**config.mk**
```make
export PLATFORM = sky130hd
export DESIGN_NAME = profile_ctrl
export DESIGN_NICKNAME = d
export VERILOG_FILES = /design/src/rtl/profile_ctrl.sv
export SDC_FILE = /design/constraint.sdc
export NUM_CORES = 1
export LEC_CHECK = 0
export ABC_AREA = 1
export CAP_MARGIN = 5
export CORE_MARGIN = 2
export CORE_UTILIZATION = 45
export DETAILED_ROUTE_END_ITERATION = 8
export PLACE_DENSITY = 0.66
export SLEW_MARGIN = 25
export SYNTH_ARGS = -nofsm -noshare
export SYNTH_HDL_FRONTEND = slang
export SYNTH_SLANG_ARGS = --single-unit
```
**constraint.sdc**
```tcl
create_clock -name clock -period 4.5 [get_ports clock]
set_clock_uncertainty 0.1 [all_clocks]
set_input_delay 0.9 -clock clock [delete_from_list [all_inputs] [get_ports clock]]
set_output_delay 0.9 -clock clock [all_outputs]
set_load 0.01 [all_outputs]
```
**src/rtl/profile_ctrl.sv**
```systemverilog
// ============================================================================
// Module   : profile_ctrl
// Brief    : Command sequencer for a bank of up/down profile counters with
//            snapshot capture and registered readout. Optional sticky
//            wrap-around flags when PROFILE_OVERFLOW_EN is defined.
// Revision : 1.0 - initial release
// ============================================================================
`default_nettype none

module profile_ctrl #(
    parameter int WIDTH       = 32,
    parameter int NR_COUNTERS = 4,
    parameter int SEL_WIDTH   = 2
) (
    input  logic                   clock,
    input  logic                   nReset,
    input  logic                   cmdValid,
    output logic                   cmdReady,
    input  logic [2:0]             cmdOp,
    input  logic [NR_COUNTERS-1:0] cmdMask,
    input  logic                   cmdDir,
    input  logic [NR_COUNTERS-1:0] events,
    output logic [NR_COUNTERS-1:0] running,
    output logic                   snapValid,
    input  logic [SEL_WIDTH-1:0]   rdSel,
    output logic [WIDTH-1:0]       rdData
`ifdef PROFILE_OVERFLOW_EN
    ,
    output logic [NR_COUNTERS-1:0] ovfl
`endif
);

    localparam logic [2:0]       C_OP_START    = 3'b001;
    localparam logic [2:0]       C_OP_STOP     = 3'b010;
    localparam logic [2:0]       C_OP_CLEAR    = 3'b011;
    localparam logic [2:0]       C_OP_SNAPSHOT = 3'b100;
    localparam logic [2:0]       C_OP_SETDIR   = 3'b101;
    localparam logic [WIDTH-1:0] C_ONE         = WIDTH'(1);

    typedef enum logic [1:0] {
        S_INIT = 2'd0,
        S_IDLE = 2'd1,
        S_EXEC = 2'd2
    } state_t;

    state_t                 r_state;
    logic                   r_cmd_ready;
    logic [2:0]             r_op;
    logic [NR_COUNTERS-1:0] r_mask;
    logic                   r_dir_cmd;
    logic [NR_COUNTERS-1:0] r_dir;
    logic [NR_COUNTERS-1:0] r_running;
    logic                   r_snap_valid;
    logic [WIDTH-1:0]       r_rd_data;
    logic [WIDTH-1:0]       r_cnt  [NR_COUNTERS];
    logic [WIDTH-1:0]       r_snap [NR_COUNTERS];

    logic [NR_COUNTERS-1:0] w_clr;
    logic [NR_COUNTERS-1:0] w_en;
    logic                   w_snap;
    logic [WIDTH-1:0]       w_rd_mux;

    // INIT clears every counter; a CLEAR command clears only the masked ones.
    always_comb begin
        w_clr = '0;
        if (r_state == S_INIT) begin
            w_clr = '1;
        end else if (r_state == S_EXEC && r_op == C_OP_CLEAR) begin
            w_clr = r_mask;
        end
    end

    assign w_en   = r_running & events;
    assign w_snap = (r_state == S_EXEC) && (r_op == C_OP_SNAPSHOT);

    always_ff @(posedge clock or negedge nReset) begin
        if (!nReset) begin
            r_state      <= S_INIT;
            r_cmd_ready  <= 1'b0;
            r_op         <= 3'b000;
            r_mask       <= '0;
            r_dir_cmd    <= 1'b0;
            r_dir        <= '1;
            r_running    <= '0;
            r_snap_valid <= 1'b0;
        end else begin
            r_snap_valid <= 1'b0;
            case (r_state)
                S_INIT: begin
                    r_state     <= S_IDLE;
                    r_cmd_ready <= 1'b1;
                end
                S_IDLE: begin
                    if (cmdValid && r_cmd_ready) begin
                        r_op        <= cmdOp;
                        r_mask      <= cmdMask;
                        r_dir_cmd   <= cmdDir;
                        r_state     <= S_EXEC;
                        r_cmd_ready <= 1'b0;
                    end
                end
                S_EXEC: begin
                    case (r_op)
                        C_OP_START:  r_running <= r_running | r_mask;
                        C_OP_STOP:   r_running <= r_running & ~r_mask;
                        C_OP_SETDIR: r_dir     <= r_dir_cmd ? (r_dir | r_mask) : (r_dir & ~r_mask);
                        default:     ;
                    endcase
                    r_snap_valid <= (r_op == C_OP_SNAPSHOT);
                    r_state      <= S_IDLE;
                    r_cmd_ready  <= 1'b1;
                end
                default: begin
                    r_state     <= S_INIT;
                    r_cmd_ready <= 1'b0;
                end
            endcase
        end
    end

    // Counter datapath has no reset of its own; INIT zeroes it after nReset.
    always_ff @(posedge clock) begin
        for (int i = 0; i < NR_COUNTERS; i++) begin
            if (w_clr[i]) begin
                r_cnt[i] <= '0;
            end else if (w_en[i]) begin
                r_cnt[i] <= r_dir[i] ? (r_cnt[i] + C_ONE) : (r_cnt[i] - C_ONE);
            end
        end
    end

    always_ff @(posedge clock or negedge nReset) begin
        if (!nReset) begin
            for (int i = 0; i < NR_COUNTERS; i++) begin
                r_snap[i] <= '0;
            end
        end else begin
            for (int i = 0; i < NR_COUNTERS; i++) begin
                if (w_snap && r_mask[i]) begin
                    r_snap[i] <= r_cnt[i];
                end
            end
        end
    end

    // Selects beyond the populated range fall through to zero.
    always_comb begin
        w_rd_mux = '0;
        for (int i = 0; i < NR_COUNTERS; i++) begin
            if (rdSel == SEL_WIDTH'(i)) begin
                w_rd_mux = r_snap[i];
            end
        end
    end

    always_ff @(posedge clock or negedge nReset) begin
        if (!nReset) begin
            r_rd_data <= '0;
        end else begin
            r_rd_data <= w_rd_mux;
        end
    end

`ifdef PROFILE_OVERFLOW_EN
    logic [NR_COUNTERS-1:0] r_ovfl;

    always_ff @(posedge clock or negedge nReset) begin
        if (!nReset) begin
            r_ovfl <= '0;
        end else begin
            for (int i = 0; i < NR_COUNTERS; i++) begin
                if (w_clr[i]) begin
                    r_ovfl[i] <= 1'b0;
                end else if (w_en[i] && ((r_dir[i] && (r_cnt[i] == '1)) ||
                                         (!r_dir[i] && (r_cnt[i] == '0)))) begin
                    r_ovfl[i] <= 1'b1;
                end
            end
        end
    end

    assign ovfl = r_ovfl;
`endif

    assign cmdReady  = r_cmd_ready;
    assign running   = r_running;
    assign snapValid = r_snap_valid;
    assign rdData    = r_rd_data;

endmodule

`default_nettype wire

```
## Word-level counts from Yosys, hierarchy flattened

Memory sizes are Yosys's and may differ from the RTL's.
Cells that the tools add are included.
W data, S select, Z words.

| storage, ports and cells | value |
|---|---|
| register bits | 180 |
| RAM bits | 128 |
| output and inout bits | 38 |
| memories kept | 1 |

| operators by class | value |
|---|---|
| add/sub/neg operators | 8 |
| equality and inequality tests | 11 |
| mux-type cells | 41 |
| bitwise operators | 10 |
| reduce and logical (&&, ||, !) cells | 14 |

Memory list:

| name | words | width | read ports | clocked after Yosys merged registers in | wr ports | line | source |
|---|---|---|---|---|---|---|---|
| r_cnt | 4 | 32 | 4 | 0 | 4 | 55 | `logic [WIDTH-1:0] r_cnt [NR_COUNTERS];` |

Operator list:

| operator | count |
|---|---|
| $mux W32 | 12 |
| $add A32 B1 Y32 const B | 4 |
| $sub A32 B1 Y32 const B | 4 |
| $mux W1 | 22 |
| $and A4 B4 Y4 | 3 |
| $mux W4 | 3 |
| $or A4 B4 Y4 | 2 |
| $pmux W4 S2 | 1 |
| $logic_and A1 B1 Y1 | 7 |
| $eq A2 B2 Y1 const B | 3 |
| $eq A3 B2 Y1 const B | 2 |
| $eq A3 B3 Y1 const B | 2 |
| $reduce_and A2 Y1 | 3 |
| $eq A2 B1 Y1 const B | 2 |
| $logic_not A2 Y1 | 2 |
| $not A4 Y4 | 1 |
| $or A1 B1 Y1 | 4 |
| $pmux W2 S2 | 1 |
| $eq A3 B1 Y1 const B | 1 |
| $mux W2 | 1 |
| $ne A2 B2 Y1 const B | 1 |
| $pmux W1 S2 | 1 |
| $reduce_bool A2 Y1 | 1 |
| $reduce_or A2 Y1 | 1 |

## Logic depth before layout (Yosys ltp)

| depth | value |
|---|---|
| depth after elaboration | 7 |
| mapped depth | 13 |

## Worst setup path before layout

OpenSTA, ideal clock, no wires.

| path | value |
|---|---|
| kind | input -> register |
| start | input events[2] |
| end | memory r_cnt[2][0], enable pin |
| arrival time | 3.240 ns |
| data required time | 3.934 ns |
| path slack | 0.695 ns |
| stages | 2 |
| buffers on the path | 0 |
| path through | inv_1 -> o21ai_0 |

RTL lines:

| item | line | source |
|---|---|---|
| from (decl) | 22 | `input logic [NR_COUNTERS-1:0] events,` |
| to (decl) | 55 |  |

==> out/results.tsv <==
metric	value	unit
Vias	18802	
CTS Sinks	307	
GRT Overall Usage	25.4	%
DRT Pass-1 Iters	6	
NetSw	8.86	mW
Core ar.	46500	µm²
Slew HR	44.3	%
synth top area cells	dfrtp_1 21%, nand2_1 19%, edfxtp_1 18%	
Syn-to-layout area delta	12.0	%
synth unique cells	31	
synth warn	0	
global-route wire length before repair	97800	µm
path type of the worst min-delay path	input port to async pin	
Period Utilization, post-route	69.7	%
top_reg_cell synth	dfrtp_1	
CTS buffer count	37	
vias per inst	5.12	
Yosys top cell by area	dfrtp_1	
Worst Setup Path Type	register to register	
CP required	4.70	ns
PwrDens	760	nW/µm²
leading cell types in the layout, fill and taps excluded	1080 x nand2_1, 491 x inv_1, 343 x nor2_1	
average wire per standard cell	16.9	µm
sequential power share	26.0	%
commonest non-fill, non-tap cell in the layout	nand2_1	
post-synthesis async set-or-reset flop share	58.3	%
# setup viols final	0	
Synth Instances	2966	
CTS tree	built	
FF+latch count, synth	307	
Max Cap Viol	0	
FF-to-FF path depth	11	
slack of the critical path	1.37	ns
postcts setup bufs	0	
clock root cell	clkbuf_16	
GR Overflow Total	0	
Startpoint Class	register	
clock power share	16.9	%
largest net degree at the start of global routing	99	
Switching Fraction	49.2	%
Critical Path AT	3.34	ns
antenna cell count	0	
Placed Instances	3604	
status	finished clean	
crit-path max FO	21	
Iter 0 DRT Violations	1432	
Max Root-Sink Buffers	3	
leakage power	12.8	nW
Clk Latency, worst-skew pair	0.55	ns
hold-fix buffers at CTS	0	
post-synth top area share	20.7	%
Post-Syn Area	21200	µm²
Final Hold Viols	0	
crit end category	register	
die area	48800	µm²
Initial Utilization	45.6	%
final worst path period need	3.13	ns
max-slew violation count	0	
RePlAce Congestion	0.977	
Max VDD drop	0.394	mV
vias in the first global route	17931	
syn_nets	3107	
Die H	221	µm
layout cells sized above 1	7.11	%
Avg Inst Size Synth	7.14	µm²
Peak Freq	319	MHz
num rows	79	
HPWL after DPL	49200	µm
FILL cells	4555	
Post-route DRC	0	
Worst Tran Pin Value	0.834	ns
nets	3177	
setup TNS	0	ns
H-Tree Depth	2	
post-synthesis sequential area ratio	39.4	%
pre-CTS setup slack	1.28	ns
Final Power	18.0	mW
RSZ-0062 raised after global routing	no	
antenna violations before repair	1	
Internal	9.15	mW
drt total wl	62200	µm
IO buf count	54	
logic gate share of total power	57.1	%
Antenna Violating Nets Remaining	0	
cts repair resizes	0	
Die X	221	µm
I/O pin cnt	55	
CTS clk-pin slew, worst paths	0.06	ns
fin cells	3672	
number of synthesized flops with an enable pin	128	
worst paths after layout:
| path | start | end | slack [ns] |
|---|---|---|---|
| min reg2reg | r_snap[61] | rdData[29] | 0.40 |
| max reg2reg | register | r_cnt[3][31] | 1.37 |
| min | nReset | r_snap[22] | 0.34 |
| max | register | r_cnt[3][31] | 1.37 |
| min in group clock | r_snap[61] | rdData[29] | 0.40 |
| max in group asynchronous | nReset | async pin | 2.96 |
cells in the mapped netlist, types with 28 or more instances:
| cell type | instances |
|---|---|
| nand2_1 | 1080 |
| dfrtp_1 | 175 |
| edfxtp_1 | 128 |
| nor3_1 | 28 |
| inv_1 | 493 |
| nand3_1 | 142 |
| mux2_2 | 120 |
| a21oi_1 | 139 |
| o21ai_0 | 31 |
| nand4_1 | 38 |
| ha_1 | 120 |
| nor2_1 | 345 |
cells by family after synthesis:
group / synth area share (%)
XOR/XNOR: 0.497
AO/OA/AOI/OAI: 5.17
flip-flops: 39.4
AND/OR/NAND/NOR: 31.5
buffers and inverters: 9.61
adder cells (fa/ha/maj): 7.47
multiplexers: 6.39
per-stage QoR:
stage / hold WS, ns / cell area (µm²) / utilization (%)
2_1_floorplan: 0.349 / 21200 / -
3_3_place_gp: 0.379 / 22400 / 48.3
3_5_place_dp: 0.379 / 22500 / 48.4
4_1_cts: 0.357 / 23700 / 51.0
5_1_grt: 0.398 / 23700 / 51.0
6_report: 0.341 / 23700 / 51.0
layer usage:
layer	vias up	global-route usage, %	wire, µm
li1	9501	-	-
met1	8721	34.6	28200
met2	480	41.9	28700
met3	98	4.16	3610
met4	2	6.97	1760
met5	-	0	16
critical path, stage by stage (launching register included):
cell and delay [ns]:
dfstp_2 0.61, inv_1 0.38, buf_4 0.34, ha_1 0.40
nand2_1 0.11, nor2_1 0.14, inv_1 0.08, nor3_1 0.27
and2_1 0.18, nand2_1 0.07, a21oi_1 0.13, nor2_1 0.06
sequential cells by signal (all words and copies together), names as in the netlist, named ones only:
name / flops
r_state: 2
r_snap: 128
r_mask: 4
r_cnt: 128
snapValid: 1
r_dir_cmd: 1
r_op: 3
rdData: 32
layout make-up:
type                       count  area, µm²  area share, %
clock buffer                  54       1110           4.70
clock inverter                14        123          0.517
inverter                     498       1870           7.88
multi-input combinational   2124      10800           45.7
sequential                   307       8330           35.1
tap                          607        759           3.20
timing repair buffer          68        682           2.88
power by group through the flow:
stage,registers [mW],clock network [mW],logic (mW)
after floorplan,4.32,0,7.58
after global placement,4.72,0,10.0
after detailed placement,4.73,0,10.1
after CTS,4.68,3.11,10.2
after global routing,4.74,3.22,11.8
final,4.68,3.04,10.3
Note: power is estimated with default switching activity, not from simulation.
